`src/rtl/mem_if_pkg.sv`:
```
// Shared types and default window map for the region-decoding memory interface.
package mem_if_pkg;

  localparam int unsigned MEM_IF_MAX_REGIONS = 8;
  localparam int unsigned REGION_IDX_W       = $clog2(MEM_IF_MAX_REGIONS);

  localparam logic [31:0] MEM_IF_TEXT_BASE = 32'h0040_0000;
  localparam logic [31:0] MEM_IF_TEXT_END  = 32'h0040_FFFF;
  localparam logic [31:0] MEM_IF_DATA_BASE = 32'h1001_0000;
  localparam logic [31:0] MEM_IF_DATA_END  = 32'h1001_FFFF;

  typedef enum logic [1:0] {
    StIdle,
    StAccess,
    StWait,
    StResp
  } mem_if_state_t;

endpackage

```
`src/rtl/mem_region_decoder.sv`:
```
// Combinational window decode: hit vector, lowest-index priority select and
// region-relative word address.
module mem_region_decoder
  import mem_if_pkg::*;
#(
  parameter int unsigned NUM_REGIONS  = 2,
  parameter int unsigned ADDR_WIDTH   = 32,
  parameter int unsigned OFFSET_WIDTH = 16,
  parameter logic [NUM_REGIONS*ADDR_WIDTH-1:0] REGION_BASE = {MEM_IF_TEXT_BASE, MEM_IF_DATA_BASE},
  parameter logic [NUM_REGIONS*ADDR_WIDTH-1:0] REGION_END  = {MEM_IF_TEXT_END, MEM_IF_DATA_END}
) (
  input  logic [ADDR_WIDTH-1:0]   addr_i,
  output logic                    hit_o,
  output logic [REGION_IDX_W-1:0] region_o,
  output logic [OFFSET_WIDTH-3:0] word_o
);

  logic [NUM_REGIONS-1:0] hits;
  logic [ADDR_WIDTH-1:0]  sel_base;

  // Window lists are written MSB-first, so region 0 sits in the top slice.
  function automatic logic [ADDR_WIDTH-1:0] window(
    input logic [NUM_REGIONS*ADDR_WIDTH-1:0] v,
    input int unsigned                       i
  );
    return v[(NUM_REGIONS-1-i)*ADDR_WIDTH +: ADDR_WIDTH];
  endfunction

  always_comb begin
    hits = '0;
    for (int unsigned i = 0; i < NUM_REGIONS; i++) begin
      hits[i] = (addr_i >= window(REGION_BASE, i)) && (addr_i <= window(REGION_END, i));
    end
  end

  // Descending scan so the lowest matching index is the last one written.
  always_comb begin
    hit_o    = |hits;
    region_o = '0;
    sel_base = '0;
    for (int i = NUM_REGIONS - 1; i >= 0; i--) begin
      if (hits[i]) begin
        region_o = REGION_IDX_W'(i);
        sel_base = window(REGION_BASE, i);
      end
    end
  end

  assign word_o = (OFFSET_WIDTH-2)'((addr_i - sel_base) >> 2);

endmodule

```
`src/rtl/mem_region_interface.sv`:
```
// Multi-region load/store bridge to synchronous RAMs with read-latency wait and
// unmapped-access reporting. Define MEM_IF_BUS_ERROR_EN to drive wBusError.
module mem_region_interface
  import mem_if_pkg::*;
#(
  parameter int unsigned NUM_REGIONS  = 2,
  parameter int unsigned ADDR_WIDTH   = 32,
  parameter int unsigned DATA_WIDTH   = 32,
  parameter int unsigned OFFSET_WIDTH = 16,
  parameter int unsigned READ_LATENCY = 1,
  parameter logic [NUM_REGIONS*ADDR_WIDTH-1:0] REGION_BASE = {MEM_IF_TEXT_BASE, MEM_IF_DATA_BASE},
  parameter logic [NUM_REGIONS*ADDR_WIDTH-1:0] REGION_END  = {MEM_IF_TEXT_END, MEM_IF_DATA_END}
) (
  input  logic                              iCLK,
  input  logic                              iRST,
  input  logic                              wReadEnable,
  input  logic                              wWriteEnable,
  input  logic [DATA_WIDTH/8-1:0]           wByteEnable,
  input  logic [ADDR_WIDTH-1:0]             wAddress,
  input  logic [DATA_WIDTH-1:0]             wWriteData,
  output logic [DATA_WIDTH-1:0]             wReadData,
  output logic                              wReady,
  output logic                              wBusError,
  output logic [OFFSET_WIDTH-3:0]           oMemAddress,
  output logic [DATA_WIDTH/8-1:0]           oMemByteEnable,
  output logic [DATA_WIDTH-1:0]             oMemWriteData,
  output logic [NUM_REGIONS-1:0]            oMemRead,
  output logic [NUM_REGIONS-1:0]            oMemWrite,
  input  logic [NUM_REGIONS*DATA_WIDTH-1:0] iMemReadData
);

  localparam int unsigned BeW  = DATA_WIDTH / 8;
  localparam int unsigned CntW = (READ_LATENCY > 1) ? $clog2(READ_LATENCY) : 1;

  mem_if_state_t             state_q, state_d;
  logic [REGION_IDX_W-1:0]   region_q, region_d;
  logic                      write_q, write_d;
  logic [OFFSET_WIDTH-3:0]   addr_q, addr_d;
  logic [BeW-1:0]            be_q, be_d;
  logic [DATA_WIDTH-1:0]     wdata_q, wdata_d;
  logic [DATA_WIDTH-1:0]     rdata_q, rdata_d;
  logic [CntW-1:0]           cnt_q, cnt_d;

  logic                      req;
  logic                      dec_hit;
  logic [REGION_IDX_W-1:0]   dec_region;
  logic [OFFSET_WIDTH-3:0]   dec_word;
  logic [DATA_WIDTH-1:0]     rd_slice;
  logic [NUM_REGIONS-1:0]    strobe;

  assign req = wReadEnable | wWriteEnable;

  mem_region_decoder #(
    .NUM_REGIONS  (NUM_REGIONS),
    .ADDR_WIDTH   (ADDR_WIDTH),
    .OFFSET_WIDTH (OFFSET_WIDTH),
    .REGION_BASE  (REGION_BASE),
    .REGION_END   (REGION_END)
  ) u_decoder (
    .addr_i   (wAddress),
    .hit_o    (dec_hit),
    .region_o (dec_region),
    .word_o   (dec_word)
  );

  always_comb begin
    rd_slice = '0;
    strobe   = '0;
    for (int unsigned r = 0; r < NUM_REGIONS; r++) begin
      if (region_q == REGION_IDX_W'(r)) begin
        rd_slice  = iMemReadData[r*DATA_WIDTH +: DATA_WIDTH];
        strobe[r] = 1'b1;
      end
    end
  end

  always_comb begin
    state_d  = state_q;
    region_d = region_q;
    write_d  = write_q;
    addr_d   = addr_q;
    be_d     = be_q;
    wdata_d  = wdata_q;
    rdata_d  = rdata_q;
    cnt_d    = cnt_q;
    unique case (state_q)
      StIdle: begin
        if (req) begin
          region_d = dec_region;
          write_d  = wWriteEnable;
          addr_d   = dec_word;
          be_d     = wByteEnable;
          wdata_d  = wWriteData;
          if (dec_hit) begin
            state_d = StAccess;
          end else begin
            state_d = StResp;
            // Unmapped loads return zero; unmapped stores leave the load data alone.
            if (!wWriteEnable) rdata_d = '0;
          end
        end
      end
      StAccess: begin
        cnt_d   = '0;
        state_d = write_q ? StResp : StWait;
      end
      StWait: begin
        if (cnt_q == CntW'(READ_LATENCY - 1)) begin
          rdata_d = rd_slice;
          cnt_d   = '0;
          state_d = StResp;
        end else begin
          cnt_d = cnt_q + CntW'(1);
        end
      end
      StResp: state_d = StIdle;
      default: state_d = StIdle;
    endcase
  end

  always_ff @(posedge iCLK) begin
    if (iRST) begin
      state_q  <= StIdle;
      region_q <= '0;
      write_q  <= 1'b0;
      addr_q   <= '0;
      be_q     <= '0;
      wdata_q  <= '0;
      rdata_q  <= '0;
      cnt_q    <= '0;
    end else begin
      state_q  <= state_d;
      region_q <= region_d;
      write_q  <= write_d;
      addr_q   <= addr_d;
      be_q     <= be_d;
      wdata_q  <= wdata_d;
      rdata_q  <= rdata_d;
      cnt_q    <= cnt_d;
    end
  end

  always_comb begin
    oMemRead  = '0;
    oMemWrite = '0;
    if (state_q == StAccess) begin
      if (write_q) oMemWrite = strobe;
      else         oMemRead  = strobe;
    end
  end

  assign wReady         = (state_q == StResp);
  assign wReadData      = rdata_q;
  assign oMemAddress    = addr_q;
  assign oMemByteEnable = be_q;
  assign oMemWriteData  = wdata_q;

`ifdef MEM_IF_BUS_ERROR_EN
  logic err_q;

  always_ff @(posedge iCLK) begin
    if (iRST) begin
      err_q <= 1'b0;
    end else if (state_q == StIdle && req) begin
      err_q <= ~dec_hit;
    end
  end

  assign wBusError = err_q & (state_q == StResp);
`else
  assign wBusError = 1'b0;
`endif

endmodule
```
`config.mk`:
```
export PLATFORM = sky130hd
export DESIGN_NAME = mem_region_interface
export DESIGN_NICKNAME = d
export VERILOG_FILES = /design/src/rtl/mem_if_pkg.sv /design/src/rtl/mem_region_decoder.sv /design/src/rtl/mem_region_interface.sv
export SDC_FILE = /design/constraint.sdc
export NUM_CORES = 1
export LEC_CHECK = 0
export CORE_MARGIN = 2
export CORE_UTILIZATION = 42
export CTS_BUF_LIST = sky130_fd_sc_hd__clkbuf_4
export DETAILED_ROUTE_END_ITERATION = 10
export PLACE_DENSITY = 0.95
export SYNTH_ARGS = -nofsm -noshare
export SYNTH_HDL_FRONTEND = slang
export SYNTH_SLANG_ARGS = --single-unit
```
`constraint.sdc`:
```
create_clock -name iCLK -period 2.5 [get_ports iCLK]
set_input_delay 0.25 -clock iCLK [delete_from_list [all_inputs] [get_ports iCLK]]
set_output_delay 0.25 -clock iCLK [all_outputs]
set_load 0.1 [all_outputs]
```
-- After elaboration in Yosys (flattened, before gate mapping)
Index checks and enable logic that the tools add are counted.
- bits in registers: 89
- input bits: 136
- output and inout port bits: 88
- logic and storage cells: 56
- add/sub/neg operators: 2
- order comparisons: 4
- eq/ne operators: 8
- multiplexer cells: 23
- bitwise gates (word level): 1
- reductions and logical operators: 10
- operator list (kind ; count):
    $mux W32 ; 6
    $pmux W32 S2 ; 1
    $ge A32 B23 Y1 const B ; 1
    $ge A32 B29 Y1 const B ; 1
    $le A32 B23 Y1 const B ; 1
    $le A32 B29 Y1 const B ; 1
    $mux W16 ; 1
    $sub A16 B16 Y16 ; 1
    $mux W2 ; 7
    $ne A2 B2 Y1 const B ; 4
    $pmux W2 S4 ; 1
    $mux W1 ; 5
    $reduce_and A5 Y1 ; 1
    $eq A2 B2 Y1 const B ; 2
    $reduce_and A2 Y1 ; 2
    $reduce_bool A2 Y1 ; 2
    $eq A3 B1 Y1 const B ; 1
    $logic_not A3 Y1 ; 1
    $mux W3 ; 1
    $eq A2 B1 Y1 const B ; 1
    $logic_and A1 B1 Y1 ; 2
    $logic_not A2 Y1 ; 1
    $pmux W1 S2 ; 1
    $reduce_or A2 Y1 ; 1
    2 further kinds ; 2

-- Logic depth before layout (Yosys ltp)
- depth after elaboration: 6
- mapped depth: 8
- mapped depth without buffers: 6

-- Cells and area by module
Synthesis repeated with hierarchy kept, for this count alone.
- cells, all modules: 466
- area total of the unflattened synthesis: 4018.9 um2
- by module, submodules not included (module ; times used ; cells an instance ; area each (um2) ; sequential area each (um2)):
    mem_region_interface ; 1 ; 440 ; 3842.4 ; 1761.7
    mem_region_decoder ; 1 ; 26 ; 176.4 ; 0.0

-- Worst setup path before layout
No wires, ideal clock.
- path kind: register -> output
- from: register region_q[0]
- to: output oMemRead[0]
- arrival: 2.826 ns
- required time: 2.250 ns
- setup slack: -0.576 ns
- stages on the path, launching flop included: 4
- path buffers: 2
- cell sequence: dfxtp_1 > buf_2 > buf_2 > nor3b_1
- word-level cells in the longest chain between the ends: 4
- ends and longest elaborated chain (element ; line ; text):
    start: declaration ; mem_region_interface.sv:36 ; logic [REGION_IDX_W-1:0] region_q, region_d;
    start signal: assignment ; mem_region_interface.sv:133 ; region_q <= region_d;
    $logic_not A3 Y1 ; mem_region_interface.sv:70 ; if (region_q == REGION_IDX_W'(r)) begin
    $mux W1 ; mem_region_interface.sv:70 ;
    $mux W2 ; mem_region_interface.sv:147 ; if (write_q) oMemWrite = strobe;
    $mux W2 ; mem_region_interface.sv:146 ; if (state_q == StAccess) begin
    end: declaration ; mem_region_interface.sv:27 ; output logic [NUM_REGIONS-1:0] oMemRead,
Every way passes these cells.

-- Worst setup path after layout
- from: register region_q[0]
- to: output oMemRead[1]
- word-level cells in the longest chain between the ends: 4
- ends and longest elaborated chain (element ; line):
    $eq A3 B1 Y1 ; mem_region_interface.sv:70
    $mux W1 ; mem_region_interface.sv:70
    $mux W2 ; mem_region_interface.sv:147
    $mux W2 ; mem_region_interface.sv:146
Every way passes these cells.

==> reports/metrics.csv <==
stage,metric,value,unit
status,status,completed,
worst_hold_path,min_to,oMemAddress[12],
power,p_per_area,1060,nW/µm²
floorplan,die-area,9830,µm²
critical_path,r2r_slack,0.60,ns
sta,tightestPinTransition,0.522,ns
floorplan,core,8760,µm²
sta,drv_slew,0,
critical_path,crit_path_max_incr_delay,0.61,ns
clock_tree,cts_tree,yes,
synth,synthesis.nets,580,
routing,drt_iter0_drc,126,
critical_path,worstPathArrival,1.74,ns
critical_path,required,2.25,ns
power,p_int,2.92,mW
routing,met1Wirelength,4.38,mm
critical_path,ff2ff_path_depth,6,
finish,fill_cells,656,
global_route,antenna_found_initial,0,
sta,hold_slack,0.364,ns
clock_tree,postCtsHoldBufs,0,
floorplan,die_y,99.1,µm
routing,post_drt_wl_per_cell,14.8,µm
power,power_leakage,2.56,nW
synth,synth_area_leaders,"dfxtp_1, nand2_1, mux2_2, mux2i_1, a21oi_1",
sta,relSlewSlack,65.2,%
sta,setup_viol,0,
sta,layout_min_cycle_time,1.99,ns
sta,rsz0062_at_grt,false,
critical_path,slowest_stage,dfxtp_1,
place,dp_hpwl,8.50,mm
clock_tree,cts_resized,0,
power,swShare,54.2,%
synth,yosysTopAreaCell,dfxtp_1,
routing,dr.max_layer_used,met4,
place,place_inst,742,
global_route,grt_pass1_vias,3717,
routing,wirelength,11.2,mm
synth,syn_inst,440,
synth,synth_cell_types,30,
clock_tree,htree_levels,3,
routing,wl_met2,5.74,mm
clock_tree,clk_pin_slew_worst_paths,0.14,ns
critical_path,worst-path-buf-inv,2,
routing,drt_first_pass_iters,5,
floorplan,fp-row-count,34,
place,port_buffers,220,
sta,clock_skew,0.0167,ns
worst_hold_path,hold_class,input pin to register,
clock_tree,post_cts_buffers,0,
clock_tree,cts_buffer_depth,2,
global_route,grt_pass1_wl,17.5,mm
finish,areaGrowthSynthToFinish,58.2,%
clock_tree,root_buffer,clkbuf_4,
sta,fmax,503,MHz
floorplan,die_w,99.1,µm
run,drv_cap,0,
routing,vias,3741,
routing,drcViolationCount,0,
finish,fin_cells,758,
routing,wl_met3,984,µm
critical_path,cp_top_family,flip-flops,
critical_path,r2r_start,state_q[1],
clock_tree,numCtsBuffers,9,
synth,yosys_warnings,0,
critical_path,crit_path_end_kind,output port,
finish,final_core_util,68.6,%
sta,tns,0,ns
global_route,grt_max_degree,52,
clock_tree,cts_sinks,86,
finish,final_layout_size_suffix_gt1_share,22.8,%
finish,final_nets,785,
floorplan,initial_core_util,43.4,%
synth,synth_top_area_share,45.3,%
finish,antenna_cells,0,
critical_path,path_max_fanout,30,
global_route,grt_overflow,0,
synth,ys_ff_latch,86,
critical_path,worstSetupPathType,register to output port,
critical_path,cp-startpoint,region_q[0],
place,routabilityCongestion,0.795,
critical_path,cp_common_cell,buf_12,
synth,syn_area,3800,µm²
worst_hold_path,worstHoldStart,wAddress[14],
sta,finalHoldViolations,0,
power,seq_power_share,28.2,%
global_route,grtUsageTotal,22.0,%
power,combinationalPowerShare,59.6,%
worst_hold_path,worstHoldPathCells,3,
clock_tree,clk_latency,0.42,ns
synth,ys_seq_area_share,45.3,%
critical_path,crit_chain,buf_12 > and3b_1 > buf_12,
sta,timing.final.crit_share,79.5,%
routing,postRouteAntennaNets,0,
critical_path,cp-start-kind,register,
power,clockPowerShare,12.2,%
routing,routed_via_density,4.94,
power,switching_power,3.45,mW
power,ir_worst_vdd,757,µV
floorplan,io_pins,224,
critical_path,worstReg2RegEnd,wReadData[5],
synth,avgSynthCellArea,8.64,µm²
## routing by layer
| layer | global-route usage (%) | up-vias |
|---|---|---|
| met2 | 40.9 | 167 |
| met3 | 6.18 | 11 |
| met4 | 5.80 | 0 |
| met5 | 0 | - |
| met1 | 24.4 | 1718 |
| li1 | - | 1845 |
## metrics by stage
stage	worst slack [ns]	total power, mW	area, µm²
4_1_cts	0.455	6.41	6010
3_5_place_dp	0.173	5.63	5880
6_report	0.513	6.37	6010
2_1_floorplan	0.352	4.79	3810
3_3_place_gp	0.253	5.55	5880
5_1_grt	0.417	6.64	6010
## state kept, by name, summed over array words and instances (netlist names)
register	count
state_q	2
oMemWriteData	32
write_q	1
oMemByteEnable	4
oMemAddress	14
wReadData	32
region_q	1
## worst max-delay path by stage
stage | slack [ns] | to | cells after the start
final | 0.51 | oMemRead[1] | 3
after global routing | 0.42 | oMemRead[1] | 3
after CTS | 0.46 | oMemRead[1] | 3
after detailed placement | 0.17 | wReadData[7] | 7
after global placement | 0.25 | wReadData[27] | 7
after floorplan | 0.35 | oMemWrite[0] | 4
## kinds of logic (layout without fill, tap and decap cells)
group / after synthesis / in the layout / synth area share (%)
AO/OA/AOI/OAI: 58 / 58 / 7.93
buffers and inverters: 36 / 246 / 5.30
AND/OR/NAND/NOR: 191 / 191 / 22.2
multiplexers: 64 / 64 / 17.9
other: 1 / 1 / 0.0987
adder cells (fa/ha/maj): 4 / 4 / 1.32
flip-flops: 86 / 86 / 45.3
## power groups by stage
stage	Combinational (mW)	Clock (mW)	Sequential (mW)
2_1_floorplan	1.21	0	3.58
3_3_place_gp	3.75	0	1.81
3_5_place_dp	3.81	0	1.83
4_1_cts	3.81	0.805	1.80
5_1_grt	3.97	0.847	1.83
6_report	3.80	0.777	1.80
## synth_stat cells
cell type	n
nand2_1	138
dfxtp_1	86
a21oi_1	52
nand2b_1	33
mux2_2	32
mux2i_1	32
clkbuf_1	21
nor2_1	6
buf_2	5
ha_1	4
buf_12	3
inv_1	3
and3b_1	2
buf_1	2
nand3b_1	2
nor3_1	2
nor3b_1	2
nor4_1	2
o21ai_0	2
a22oi_1	1
and3_1	1
buf_4	1
buf_6	1
conb_1	1
nor2_2	1
nor2b_1	1
o21ai_1	1
o311ai_0	1
o32a_1	1
or2_2	1
## tightest hold or removal path: stages
cell             delay, ns
clkdlybuf4s50_1       0.39
nand2_1               0.06
a21oi_1               0.05
## cell usage in the layout, fill, tap and decap left out, types with 2 or more instances in the layout
master	netlist	layout
nand2_1	138	138
mux2i_1	32	32
dfxtp_1	86	86
a21oi_1	52	52
mux2_2	32	32
inv_1	3	3
clkinvlp_4	0	3
buf_4	1	88
ha_1	4	4
nor3_1	2	2
buf_12	3	6
nor4_1	2	2
clkbuf_4	0	9
o21ai_0	2	2
clkinv_1	0	2
nand2b_1	33	33
and3b_1	2	2
clkdlybuf4s50_1	0	132
nor2_2	1	2
nor2_1	6	5
nand3b_1	2	2
## final cells by class
| cell class | instances | area, µm² | area share, % |
|---|---|---|---|
| sequential | 86 | 1720 | 28.6 |
| multi-input combinational | 318 | 1910 | 31.7 |
| inverter | 3 | 11.3 | 0.187 |
| timing repair buffer | 227 | 2110 | 35.0 |
| clock buffer | 9 | 67.6 | 1.12 |
| clock inverter | 7 | 65.1 | 1.08 |
| tap | 108 | 135 | 2.25 |
Note: power is estimated with default switching activity, not from simulation.
